--- config.mk ---
export PLATFORM = sky130hd
export DESIGN_NAME = meter_counter_flat
export DESIGN_NICKNAME = d
export VERILOG_FILES = /design/src/rtl/meter_pkg.sv /design/src/rtl/meter_counter_if.sv /design/src/rtl/bin_to_bcd_seq.sv /design/src/rtl/meter_counter.sv /design/src/flat_wrapper.sv
export SDC_FILE = /design/constraint.sdc
export NUM_CORES = 1
export LEC_CHECK = 0
export BUFFER_PORTS_ARGS = -buffer_cell sky130_fd_sc_hd__buf_2
export CORE_UTILIZATION = 63
export DETAILED_ROUTE_END_ITERATION = 16
export PLACE_DENSITY = 0.82
export RECOVER_POWER = 100
export SYNTH_ARGS = -nofsm -noshare
export SYNTH_HDL_FRONTEND = slang
export SYNTH_HIERARCHICAL = 1
export SYNTH_SLANG_ARGS = --single-unit
--- constraint.sdc ---
create_clock -name clk -period 4.8 [get_ports clk]
set_input_delay 0.72 -clock clk [delete_from_list [all_inputs] [get_ports clk]]
set_output_delay 0.72 -clock clk [all_outputs]
set_load 0.03 [all_outputs]
--- src/rtl/meter_pkg.sv ---
// Shared constants and types for the parking-meter time core, button decoder and
// display driver.
package meter_pkg;

   localparam int unsigned CNT_W = 14;

   localparam logic [CNT_W-1:0] MAX_COUNT  = CNT_W'(9999);
   localparam logic [CNT_W-1:0] LOW_THRESH = CNT_W'(180);
   localparam logic [CNT_W-1:0] ADD_A      = CNT_W'(60);
   localparam logic [CNT_W-1:0] ADD_B      = CNT_W'(120);
   localparam logic [CNT_W-1:0] ADD_C      = CNT_W'(180);
   localparam logic [CNT_W-1:0] ADD_D      = CNT_W'(300);
   localparam logic [CNT_W-1:0] SET_LO     = CNT_W'(16);
   localparam logic [CNT_W-1:0] SET_HI     = CNT_W'(150);

   // Index 3 is the thousands digit, index 0 the units digit.
   typedef logic [3:0][3:0] bcd4_t;

   typedef enum logic {StIdle, StShift} conv_state_t;

   // Double-dabble correction: any digit >= 5 gets 3 added before the shift.
   function automatic bcd4_t bcd_add3(input bcd4_t v);
      bcd4_t r;
      r = v;
      for (int i = 0; i < 4; i++) begin
         if (v[i] >= 4'd5) r[i] = v[i] + 4'd3;
      end
      return r;
   endfunction

endpackage

--- src/rtl/meter_counter_if.sv ---
// Button-pulse inputs and display-facing outputs of the meter time core.
interface meter_counter_if;

   logic       tick_1hz;
   logic       add_a;
   logic       add_b;
   logic       add_c;
   logic       add_d;
   logic       set_lo;
   logic       set_hi;
   logic [3:0] digit3;
   logic [3:0] digit2;
   logic [3:0] digit1;
   logic [3:0] digit0;
   logic       state_blink;
   logic       expired;
   logic       busy;

   modport master (
      output tick_1hz, add_a, add_b, add_c, add_d, set_lo, set_hi,
      input  digit3, digit2, digit1, digit0, state_blink, expired, busy
   );

   modport slave (
      input  tick_1hz, add_a, add_b, add_c, add_d, set_lo, set_hi,
      output digit3, digit2, digit1, digit0, state_blink, expired, busy
   );

endinterface

--- src/rtl/bin_to_bcd_seq.sv ---
// Sequential shift-add-3 binary to four-digit BCD converter, one bit per cycle.
// busy covers the shift cycles plus the cycle in which done is high.
module bin_to_bcd_seq
   import meter_pkg::*;
(
   input  logic             clk,
   input  logic             rst_n,
   input  logic             start,
   input  logic [CNT_W-1:0] bin,
   output logic             busy,
   output logic             done,
   output logic [15:0]      bcd
);

   localparam int unsigned IDX_W = $clog2(CNT_W);

   conv_state_t      state_q, state_d;
   logic [CNT_W-1:0] bin_q, bin_d;
   logic [15:0]      bcd_q, bcd_d;
   logic [IDX_W-1:0] cnt_q, cnt_d;
   logic             done_q, done_d;
   logic [15:0]      adj;

   always_ff @(posedge clk or negedge rst_n) begin
      if (!rst_n) begin
         state_q <= StIdle;
         bin_q   <= '0;
         bcd_q   <= '0;
         cnt_q   <= '0;
         done_q  <= 1'b0;
      end else begin
         state_q <= state_d;
         bin_q   <= bin_d;
         bcd_q   <= bcd_d;
         cnt_q   <= cnt_d;
         done_q  <= done_d;
      end
   end

   always_comb begin
      state_d = state_q;
      bin_d   = bin_q;
      bcd_d   = bcd_q;
      cnt_d   = cnt_q;
      done_d  = 1'b0;
      adj     = bcd_add3(bcd_q);
      unique case (state_q)
         StIdle: begin
            if (start) begin
               state_d = StShift;
               bin_d   = bin;
               bcd_d   = '0;
               cnt_d   = '0;
            end
         end
         StShift: begin
            bcd_d = {adj[14:0], bin_q[CNT_W-1]};
            bin_d = {bin_q[CNT_W-2:0], 1'b0};
            cnt_d = cnt_q + IDX_W'(1);
            if (cnt_q == IDX_W'(CNT_W - 1)) begin
               state_d = StIdle;
               done_d  = 1'b1;
            end
         end
         default: state_d = StIdle;
      endcase
   end

   assign busy = (state_q == StShift) | done_q;
   assign done = done_q;
   assign bcd  = bcd_q;

endmodule

--- src/rtl/meter_counter.sv ---
// Parking-meter time core: seconds register with coin/set/tick priority logic,
// saturation, blink/expired flags and a dirty-tracked sequential BCD display path.
module meter_counter
   import meter_pkg::*;
(
   input  logic            clk,
   input  logic            rst_n,
   meter_counter_if.slave  bus
);

   logic [CNT_W-1:0] count_q, count_d;
   logic             blink_q;
   logic             expired_q;
   logic             dirty_q, dirty_d;
   bcd4_t            digits_q;

   logic             dec;
   logic             any_add;
   logic [CNT_W-1:0] add_val;
   logic [CNT_W:0]   sum;

   logic             conv_start;
   logic             conv_busy;
   logic             conv_done;
   logic [15:0]      conv_bcd;

   always_comb begin
      dec     = bus.tick_1hz && (count_q != '0);
      any_add = bus.add_a | bus.add_b | bus.add_c | bus.add_d;
      if (bus.add_d)      add_val = ADD_D;
      else if (bus.add_c) add_val = ADD_C;
      else if (bus.add_b) add_val = ADD_B;
      else                add_val = ADD_A;
      // One spare bit so the saturation compare sees the true sum.
      sum = {1'b0, count_q} + {1'b0, add_val} - (CNT_W + 1)'(dec);

      count_d = count_q;
      if (bus.set_hi) begin
         count_d = SET_HI;
      end else if (bus.set_lo) begin
         count_d = SET_LO;
      end else if (any_add) begin
         count_d = (sum > {1'b0, MAX_COUNT}) ? MAX_COUNT : sum[CNT_W-1:0];
      end else if (dec) begin
         count_d = count_q - CNT_W'(1);
      end
   end

   assign conv_start = dirty_q & ~conv_busy;

   // A change in the launch cycle itself must still force a later relaunch.
   always_comb begin
      dirty_d = dirty_q;
      if (conv_start) dirty_d = 1'b0;
      if (count_d != count_q) dirty_d = 1'b1;
   end

   always_ff @(posedge clk or negedge rst_n) begin
      if (!rst_n) begin
         count_q   <= '0;
         blink_q   <= 1'b1;
         expired_q <= 1'b1;
         dirty_q   <= 1'b0;
         digits_q  <= '0;
      end else begin
         count_q   <= count_d;
         blink_q   <= (count_d < LOW_THRESH);
         expired_q <= (count_d == '0);
         dirty_q   <= dirty_d;
         if (conv_done) digits_q <= conv_bcd;
      end
   end

   bin_to_bcd_seq u_bcd (
      .clk   (clk),
      .rst_n (rst_n),
      .start (conv_start),
      .bin   (count_q),
      .busy  (conv_busy),
      .done  (conv_done),
      .bcd   (conv_bcd)
   );

   assign bus.digit3      = digits_q[3];
   assign bus.digit2      = digits_q[2];
   assign bus.digit1      = digits_q[1];
   assign bus.digit0      = digits_q[0];
   assign bus.state_blink = blink_q;
   assign bus.expired     = expired_q;
   assign bus.busy        = conv_busy;

endmodule

--- src/flat_wrapper.sv ---
// flat-port wrapper written by rule: the top's interface ports become plain ports
module meter_counter_flat import meter_pkg::*;
  (clk, rst_n, bus_tick_1hz, bus_add_a, bus_add_b, bus_add_c, bus_add_d, bus_set_lo, bus_set_hi, bus_digit3, bus_digit2, bus_digit1, bus_digit0, bus_state_blink, bus_expired, bus_busy);
  meter_counter_if bus_i ();
  input  logic clk;
  input  logic rst_n;
  input wire logic [$bits(bus_i.tick_1hz)-1:0] bus_tick_1hz;
  input wire logic [$bits(bus_i.add_a)-1:0] bus_add_a;
  input wire logic [$bits(bus_i.add_b)-1:0] bus_add_b;
  input wire logic [$bits(bus_i.add_c)-1:0] bus_add_c;
  input wire logic [$bits(bus_i.add_d)-1:0] bus_add_d;
  input wire logic [$bits(bus_i.set_lo)-1:0] bus_set_lo;
  input wire logic [$bits(bus_i.set_hi)-1:0] bus_set_hi;
  output wire logic [$bits(bus_i.digit3)-1:0] bus_digit3;
  output wire logic [$bits(bus_i.digit2)-1:0] bus_digit2;
  output wire logic [$bits(bus_i.digit1)-1:0] bus_digit1;
  output wire logic [$bits(bus_i.digit0)-1:0] bus_digit0;
  output wire logic [$bits(bus_i.state_blink)-1:0] bus_state_blink;
  output wire logic [$bits(bus_i.expired)-1:0] bus_expired;
  output wire logic [$bits(bus_i.busy)-1:0] bus_busy;
  assign bus_i.tick_1hz = bus_tick_1hz;
  assign bus_i.add_a = bus_add_a;
  assign bus_i.add_b = bus_add_b;
  assign bus_i.add_c = bus_add_c;
  assign bus_i.add_d = bus_add_d;
  assign bus_i.set_lo = bus_set_lo;
  assign bus_i.set_hi = bus_set_hi;
  assign bus_digit3 = bus_i.digit3;
  assign bus_digit2 = bus_i.digit2;
  assign bus_digit1 = bus_i.digit1;
  assign bus_digit0 = bus_i.digit0;
  assign bus_state_blink = bus_i.state_blink;
  assign bus_expired = bus_i.expired;
  assign bus_busy = bus_i.busy;
  meter_counter u_core (.clk(clk), .rst_n(rst_n), .bus(bus_i));
endmodule
==> results.toml <==
[setup_path]
path_common_cell = "inv_1"
crit_path_start_kind = "flip-flop"
crit_path_end_kind = "flip-flop"
required_ns = 5.09
crit_chain = "inv_1 > ha_2 > nand4b_1 > o31ai_2 > inv_1 > ha_1 > inv_1 > ha_1 > fa_2 > a211o_1 > nand3_1 > a21oi_2 > o21a_4 > nor4_4 > clkbuf_2 > and2_1 > o21a_1 > or4_4 > nor3_2 > and3_1"
path_class = "flip-flop to flip-flop"
regToRegSetupSlack_ns = 0.24
r2r_cells = 20
arrival_ns = 4.85
crit_fanout = 6
slowest_delay_ns = 0.54
worstReg2RegStart = "u_core/count_q[13]"
r2r-end = "u_core/bus.expired"
cp_slowest_cell = "or4_4"

[min_path]
min_path_cells = 2
min_path_type = "flip-flop to flip-flop"
worstHoldStart = "u_core/u_bcd/bin_q[4]"
min_to = "u_core/u_bcd/bin_q[5]"

[clock_tree]
clock_latency_ns = 0.35
h-tree-depth = 3
cts.path.max_buffers = 2
tritoncts = "yes"
numCtsBuffers = 9
numClockSinks = 69
cts-root-buf = "clkbuf_8"
clkTransAtPathRegs_ns = 0.08

[detailed_routing]
drc = 0
wl_per_cell_um = 19.42
dr.pass1.iters = 5
drt_iter0_drc = 538
via_per_inst = 6.544
vias = 4836
routed_wl_um = 14350
drtAntennaViolNets = 0

[placed_design]
detailed_place_hpwl_um = 10540
dpl_cell_area_um2 = 5660
gp_congestion = 0.9794
port_buffers = 27

[job]
timing.max_cap.violations = 1

[global_route]
grt_pass1_wl_um = 22750
grt_pass1_vias = 4430
gr-total-overflow = 0
gr-usage-all-layers = 0.3374
grt_max_degree = 70
grt_antenna_before_repair = 0

[synth]
synth_edf_count = 0
syn-cell-area_um2 = 5373
syn_avg_cell_area_um2 = 9.106
ys_ff_latch = 69
synth_area_leaders = "dfrtp_1, ha_1, mux2_2"
synth_area_leader_cell = "dfrtp_1"
syn-num-nets = 635
async_flop_share = 1.000
synth_cell_types = 81
yosys_warnings = 6
yosysMostFrequentCell = "dfrtp_1"
ys_seq_area_frac = 0.3218
synthTopCellsByCount = "dfrtp_1, inv_1, nand2_1, ha_1, o21ai_0"
yosysTopAreaCellShare = 0.3121
syn-instance-count = 590
ys.flop_type = "dfrtp_1"

[sta]
drv_slew = 52
max_freq_mhz = 219.3
tightest_slew_ns = 1.929
slew_headroom = -0.2861
finalHoldViolCount = 0
finalCriticalPeriod_ns = 4.559
post-route-period-util = 0.9499
fin_worst_skew_ns = 0.009099
setup_viol = 0

[outcome]
violations = "max-capacitance violations, max-slew violations"
outcome = "complete, but fails checks"

[cells_and_area]
diodes = 0
syn_to_final_growth_pct = 9.804
final_layout_size_suffix_gt1_frac = 0.1845
fill_cells = 629
design_area_um2 = 5899
nets = 674

[die]
die-area_um2 = 8901
num_rows = 33
die_h_um = 94.35
die_x_um = 94.35
core_area_um2 = 8217
start_util = 0.6539
num_io_pins = 28
## final cells by class
class                           instances  area, µm²  area share
Inverter                               49      185.2     0.03139
Multi-Input combinational cell        447       3367      0.5707
Clock buffer                            9      123.9     0.02100
Timing Repair Buffer                   53      300.3     0.05090
Tap cell                              105      131.4     0.02227
Clock inverter                          7      57.56    0.009756
Sequential cell                        69       1734      0.2940
## how the worst max path moves through the flow
stage	startpoint	to	slack, ns	cells after the start
floorplan	u_core/count_q[3]	u_core/bus.expired	0.42	19
global placement	u_core/count_q[11]	u_core/bus.expired	0.21	19
detailed placement	u_core/count_q[12]	u_core/bus.expired	-0.001	19
CTS	u_core/count_q[13]	u_core/bus.expired	0.02	19
global route	u_core/count_q[13]	u_core/dirty_q	-0.06	19
finish	u_core/count_q[13]	u_core/bus.expired	0.24	20
## per-layer routing
layer,GRT usage,vias up,routed length [µm]
li1,-,2268,-
met1,0.4818,2331,6618
met2,0.5242,216,6542
met3,0.05636,21,965
met4,0.1000,0,224
met5,0,-,0
## kinds of logic after synthesis
| family | after synthesis | synth area share |
|---|---|---|
| flops | 69 | 0.3218 |
| compound gates | 170 | 0.2331 |
| mux | 35 | 0.07010 |
| simple gates | 185 | 0.1924 |
| buf+inv | 74 | 0.06311 |
| fa+ha+maj | 36 | 0.08524 |
| xor+xnor | 21 | 0.03423 |
## flip-flops by register name (all words and copies together) (netlist names), 4 cells and up
signal,count
u_core/bus.digit1,4
u_core/u_bcd/bcd,16
u_core/u_bcd/cnt_q,4
u_core/bus.digit0,4
u_core/bus.digit2,4
u_core/bus.digit3,4
u_core/u_bcd/bin_q,14
u_core/count_q,14
## repair_timing
action                     CTS  global route
hold buffers                 0             0
buffers inserted             2             2
setup endpoints to repair    2             3
pin swaps                    1             3
gates resized for setup      1            17
## through the flow
| stage | setup WS (ns) | cells | utilization | TNS (ns) | hold slack [ns] |
|---|---|---|---|---|---|
| final | 0.2405 | 739 | 0.7180 | 0 | 0.5058 |
| after global routing | -0.06066 | 739 | 0.7180 | -0.1072 | 0.5179 |
| after CTS | 0.01730 | 737 | 0.7130 | 0 | 0.5077 |
| after detailed placement | -0.001041 | 719 | 0.6889 | -0.001041 | 0.4856 |
| after global placement | 0.2053 | 719 | 0.6889 | 0 | 0.4696 |
| after floorplan | 0.4221 | 590 | - | 0 | 0.4244 |
## worst max-delay path, delay by kind of cell (launching register included)
family | cells | cell delay (ns)
flip-flops | 1 | 0.45
adder cells (fa/ha/maj) | 4 | 0.96
AO/OA/AOI/OAI | 5 | 1.11
buffers and inverters | 4 | 0.47
AND/OR/NAND/NOR | 7 | 1.53
## cell usage in the layout (no fill, tap or decap), drive strengths merged, types with 5 or more instances in the layout
master / Yosys / layout
ha: 35 / 35
nor3b: 6 / 6
and3: 6 / 6
or2: 5 / 5
clkbuf: 8 / 30
a311oi: 7 / 7
nand3: 23 / 23
nand2b: 12 / 12
nor3: 12 / 12
inv: 49 / 51
a211oi: 9 / 9
nand4: 7 / 7
nand2: 45 / 45
xor2: 5 / 5
a2111o: 5 / 5
o211ai: 8 / 8
a31oi: 6 / 6
buf: 17 / 32
a21oi: 33 / 33
a22oi: 6 / 6
mux2: 18 / 18
o21ai: 36 / 36
a211o: 6 / 6
nor2b: 12 / 12
nor4: 7 / 7
nor2: 30 / 30
mux2i: 17 / 17
o22ai: 7 / 7
o21a: 6 / 6
xnor2: 16 / 16
dfrtp: 67 / 67
a21o: 7 / 7
o31ai: 5 / 5
Power is not shown: default switching activity piles up to over one toggle a cycle in this logic, so the estimate is an artifact.
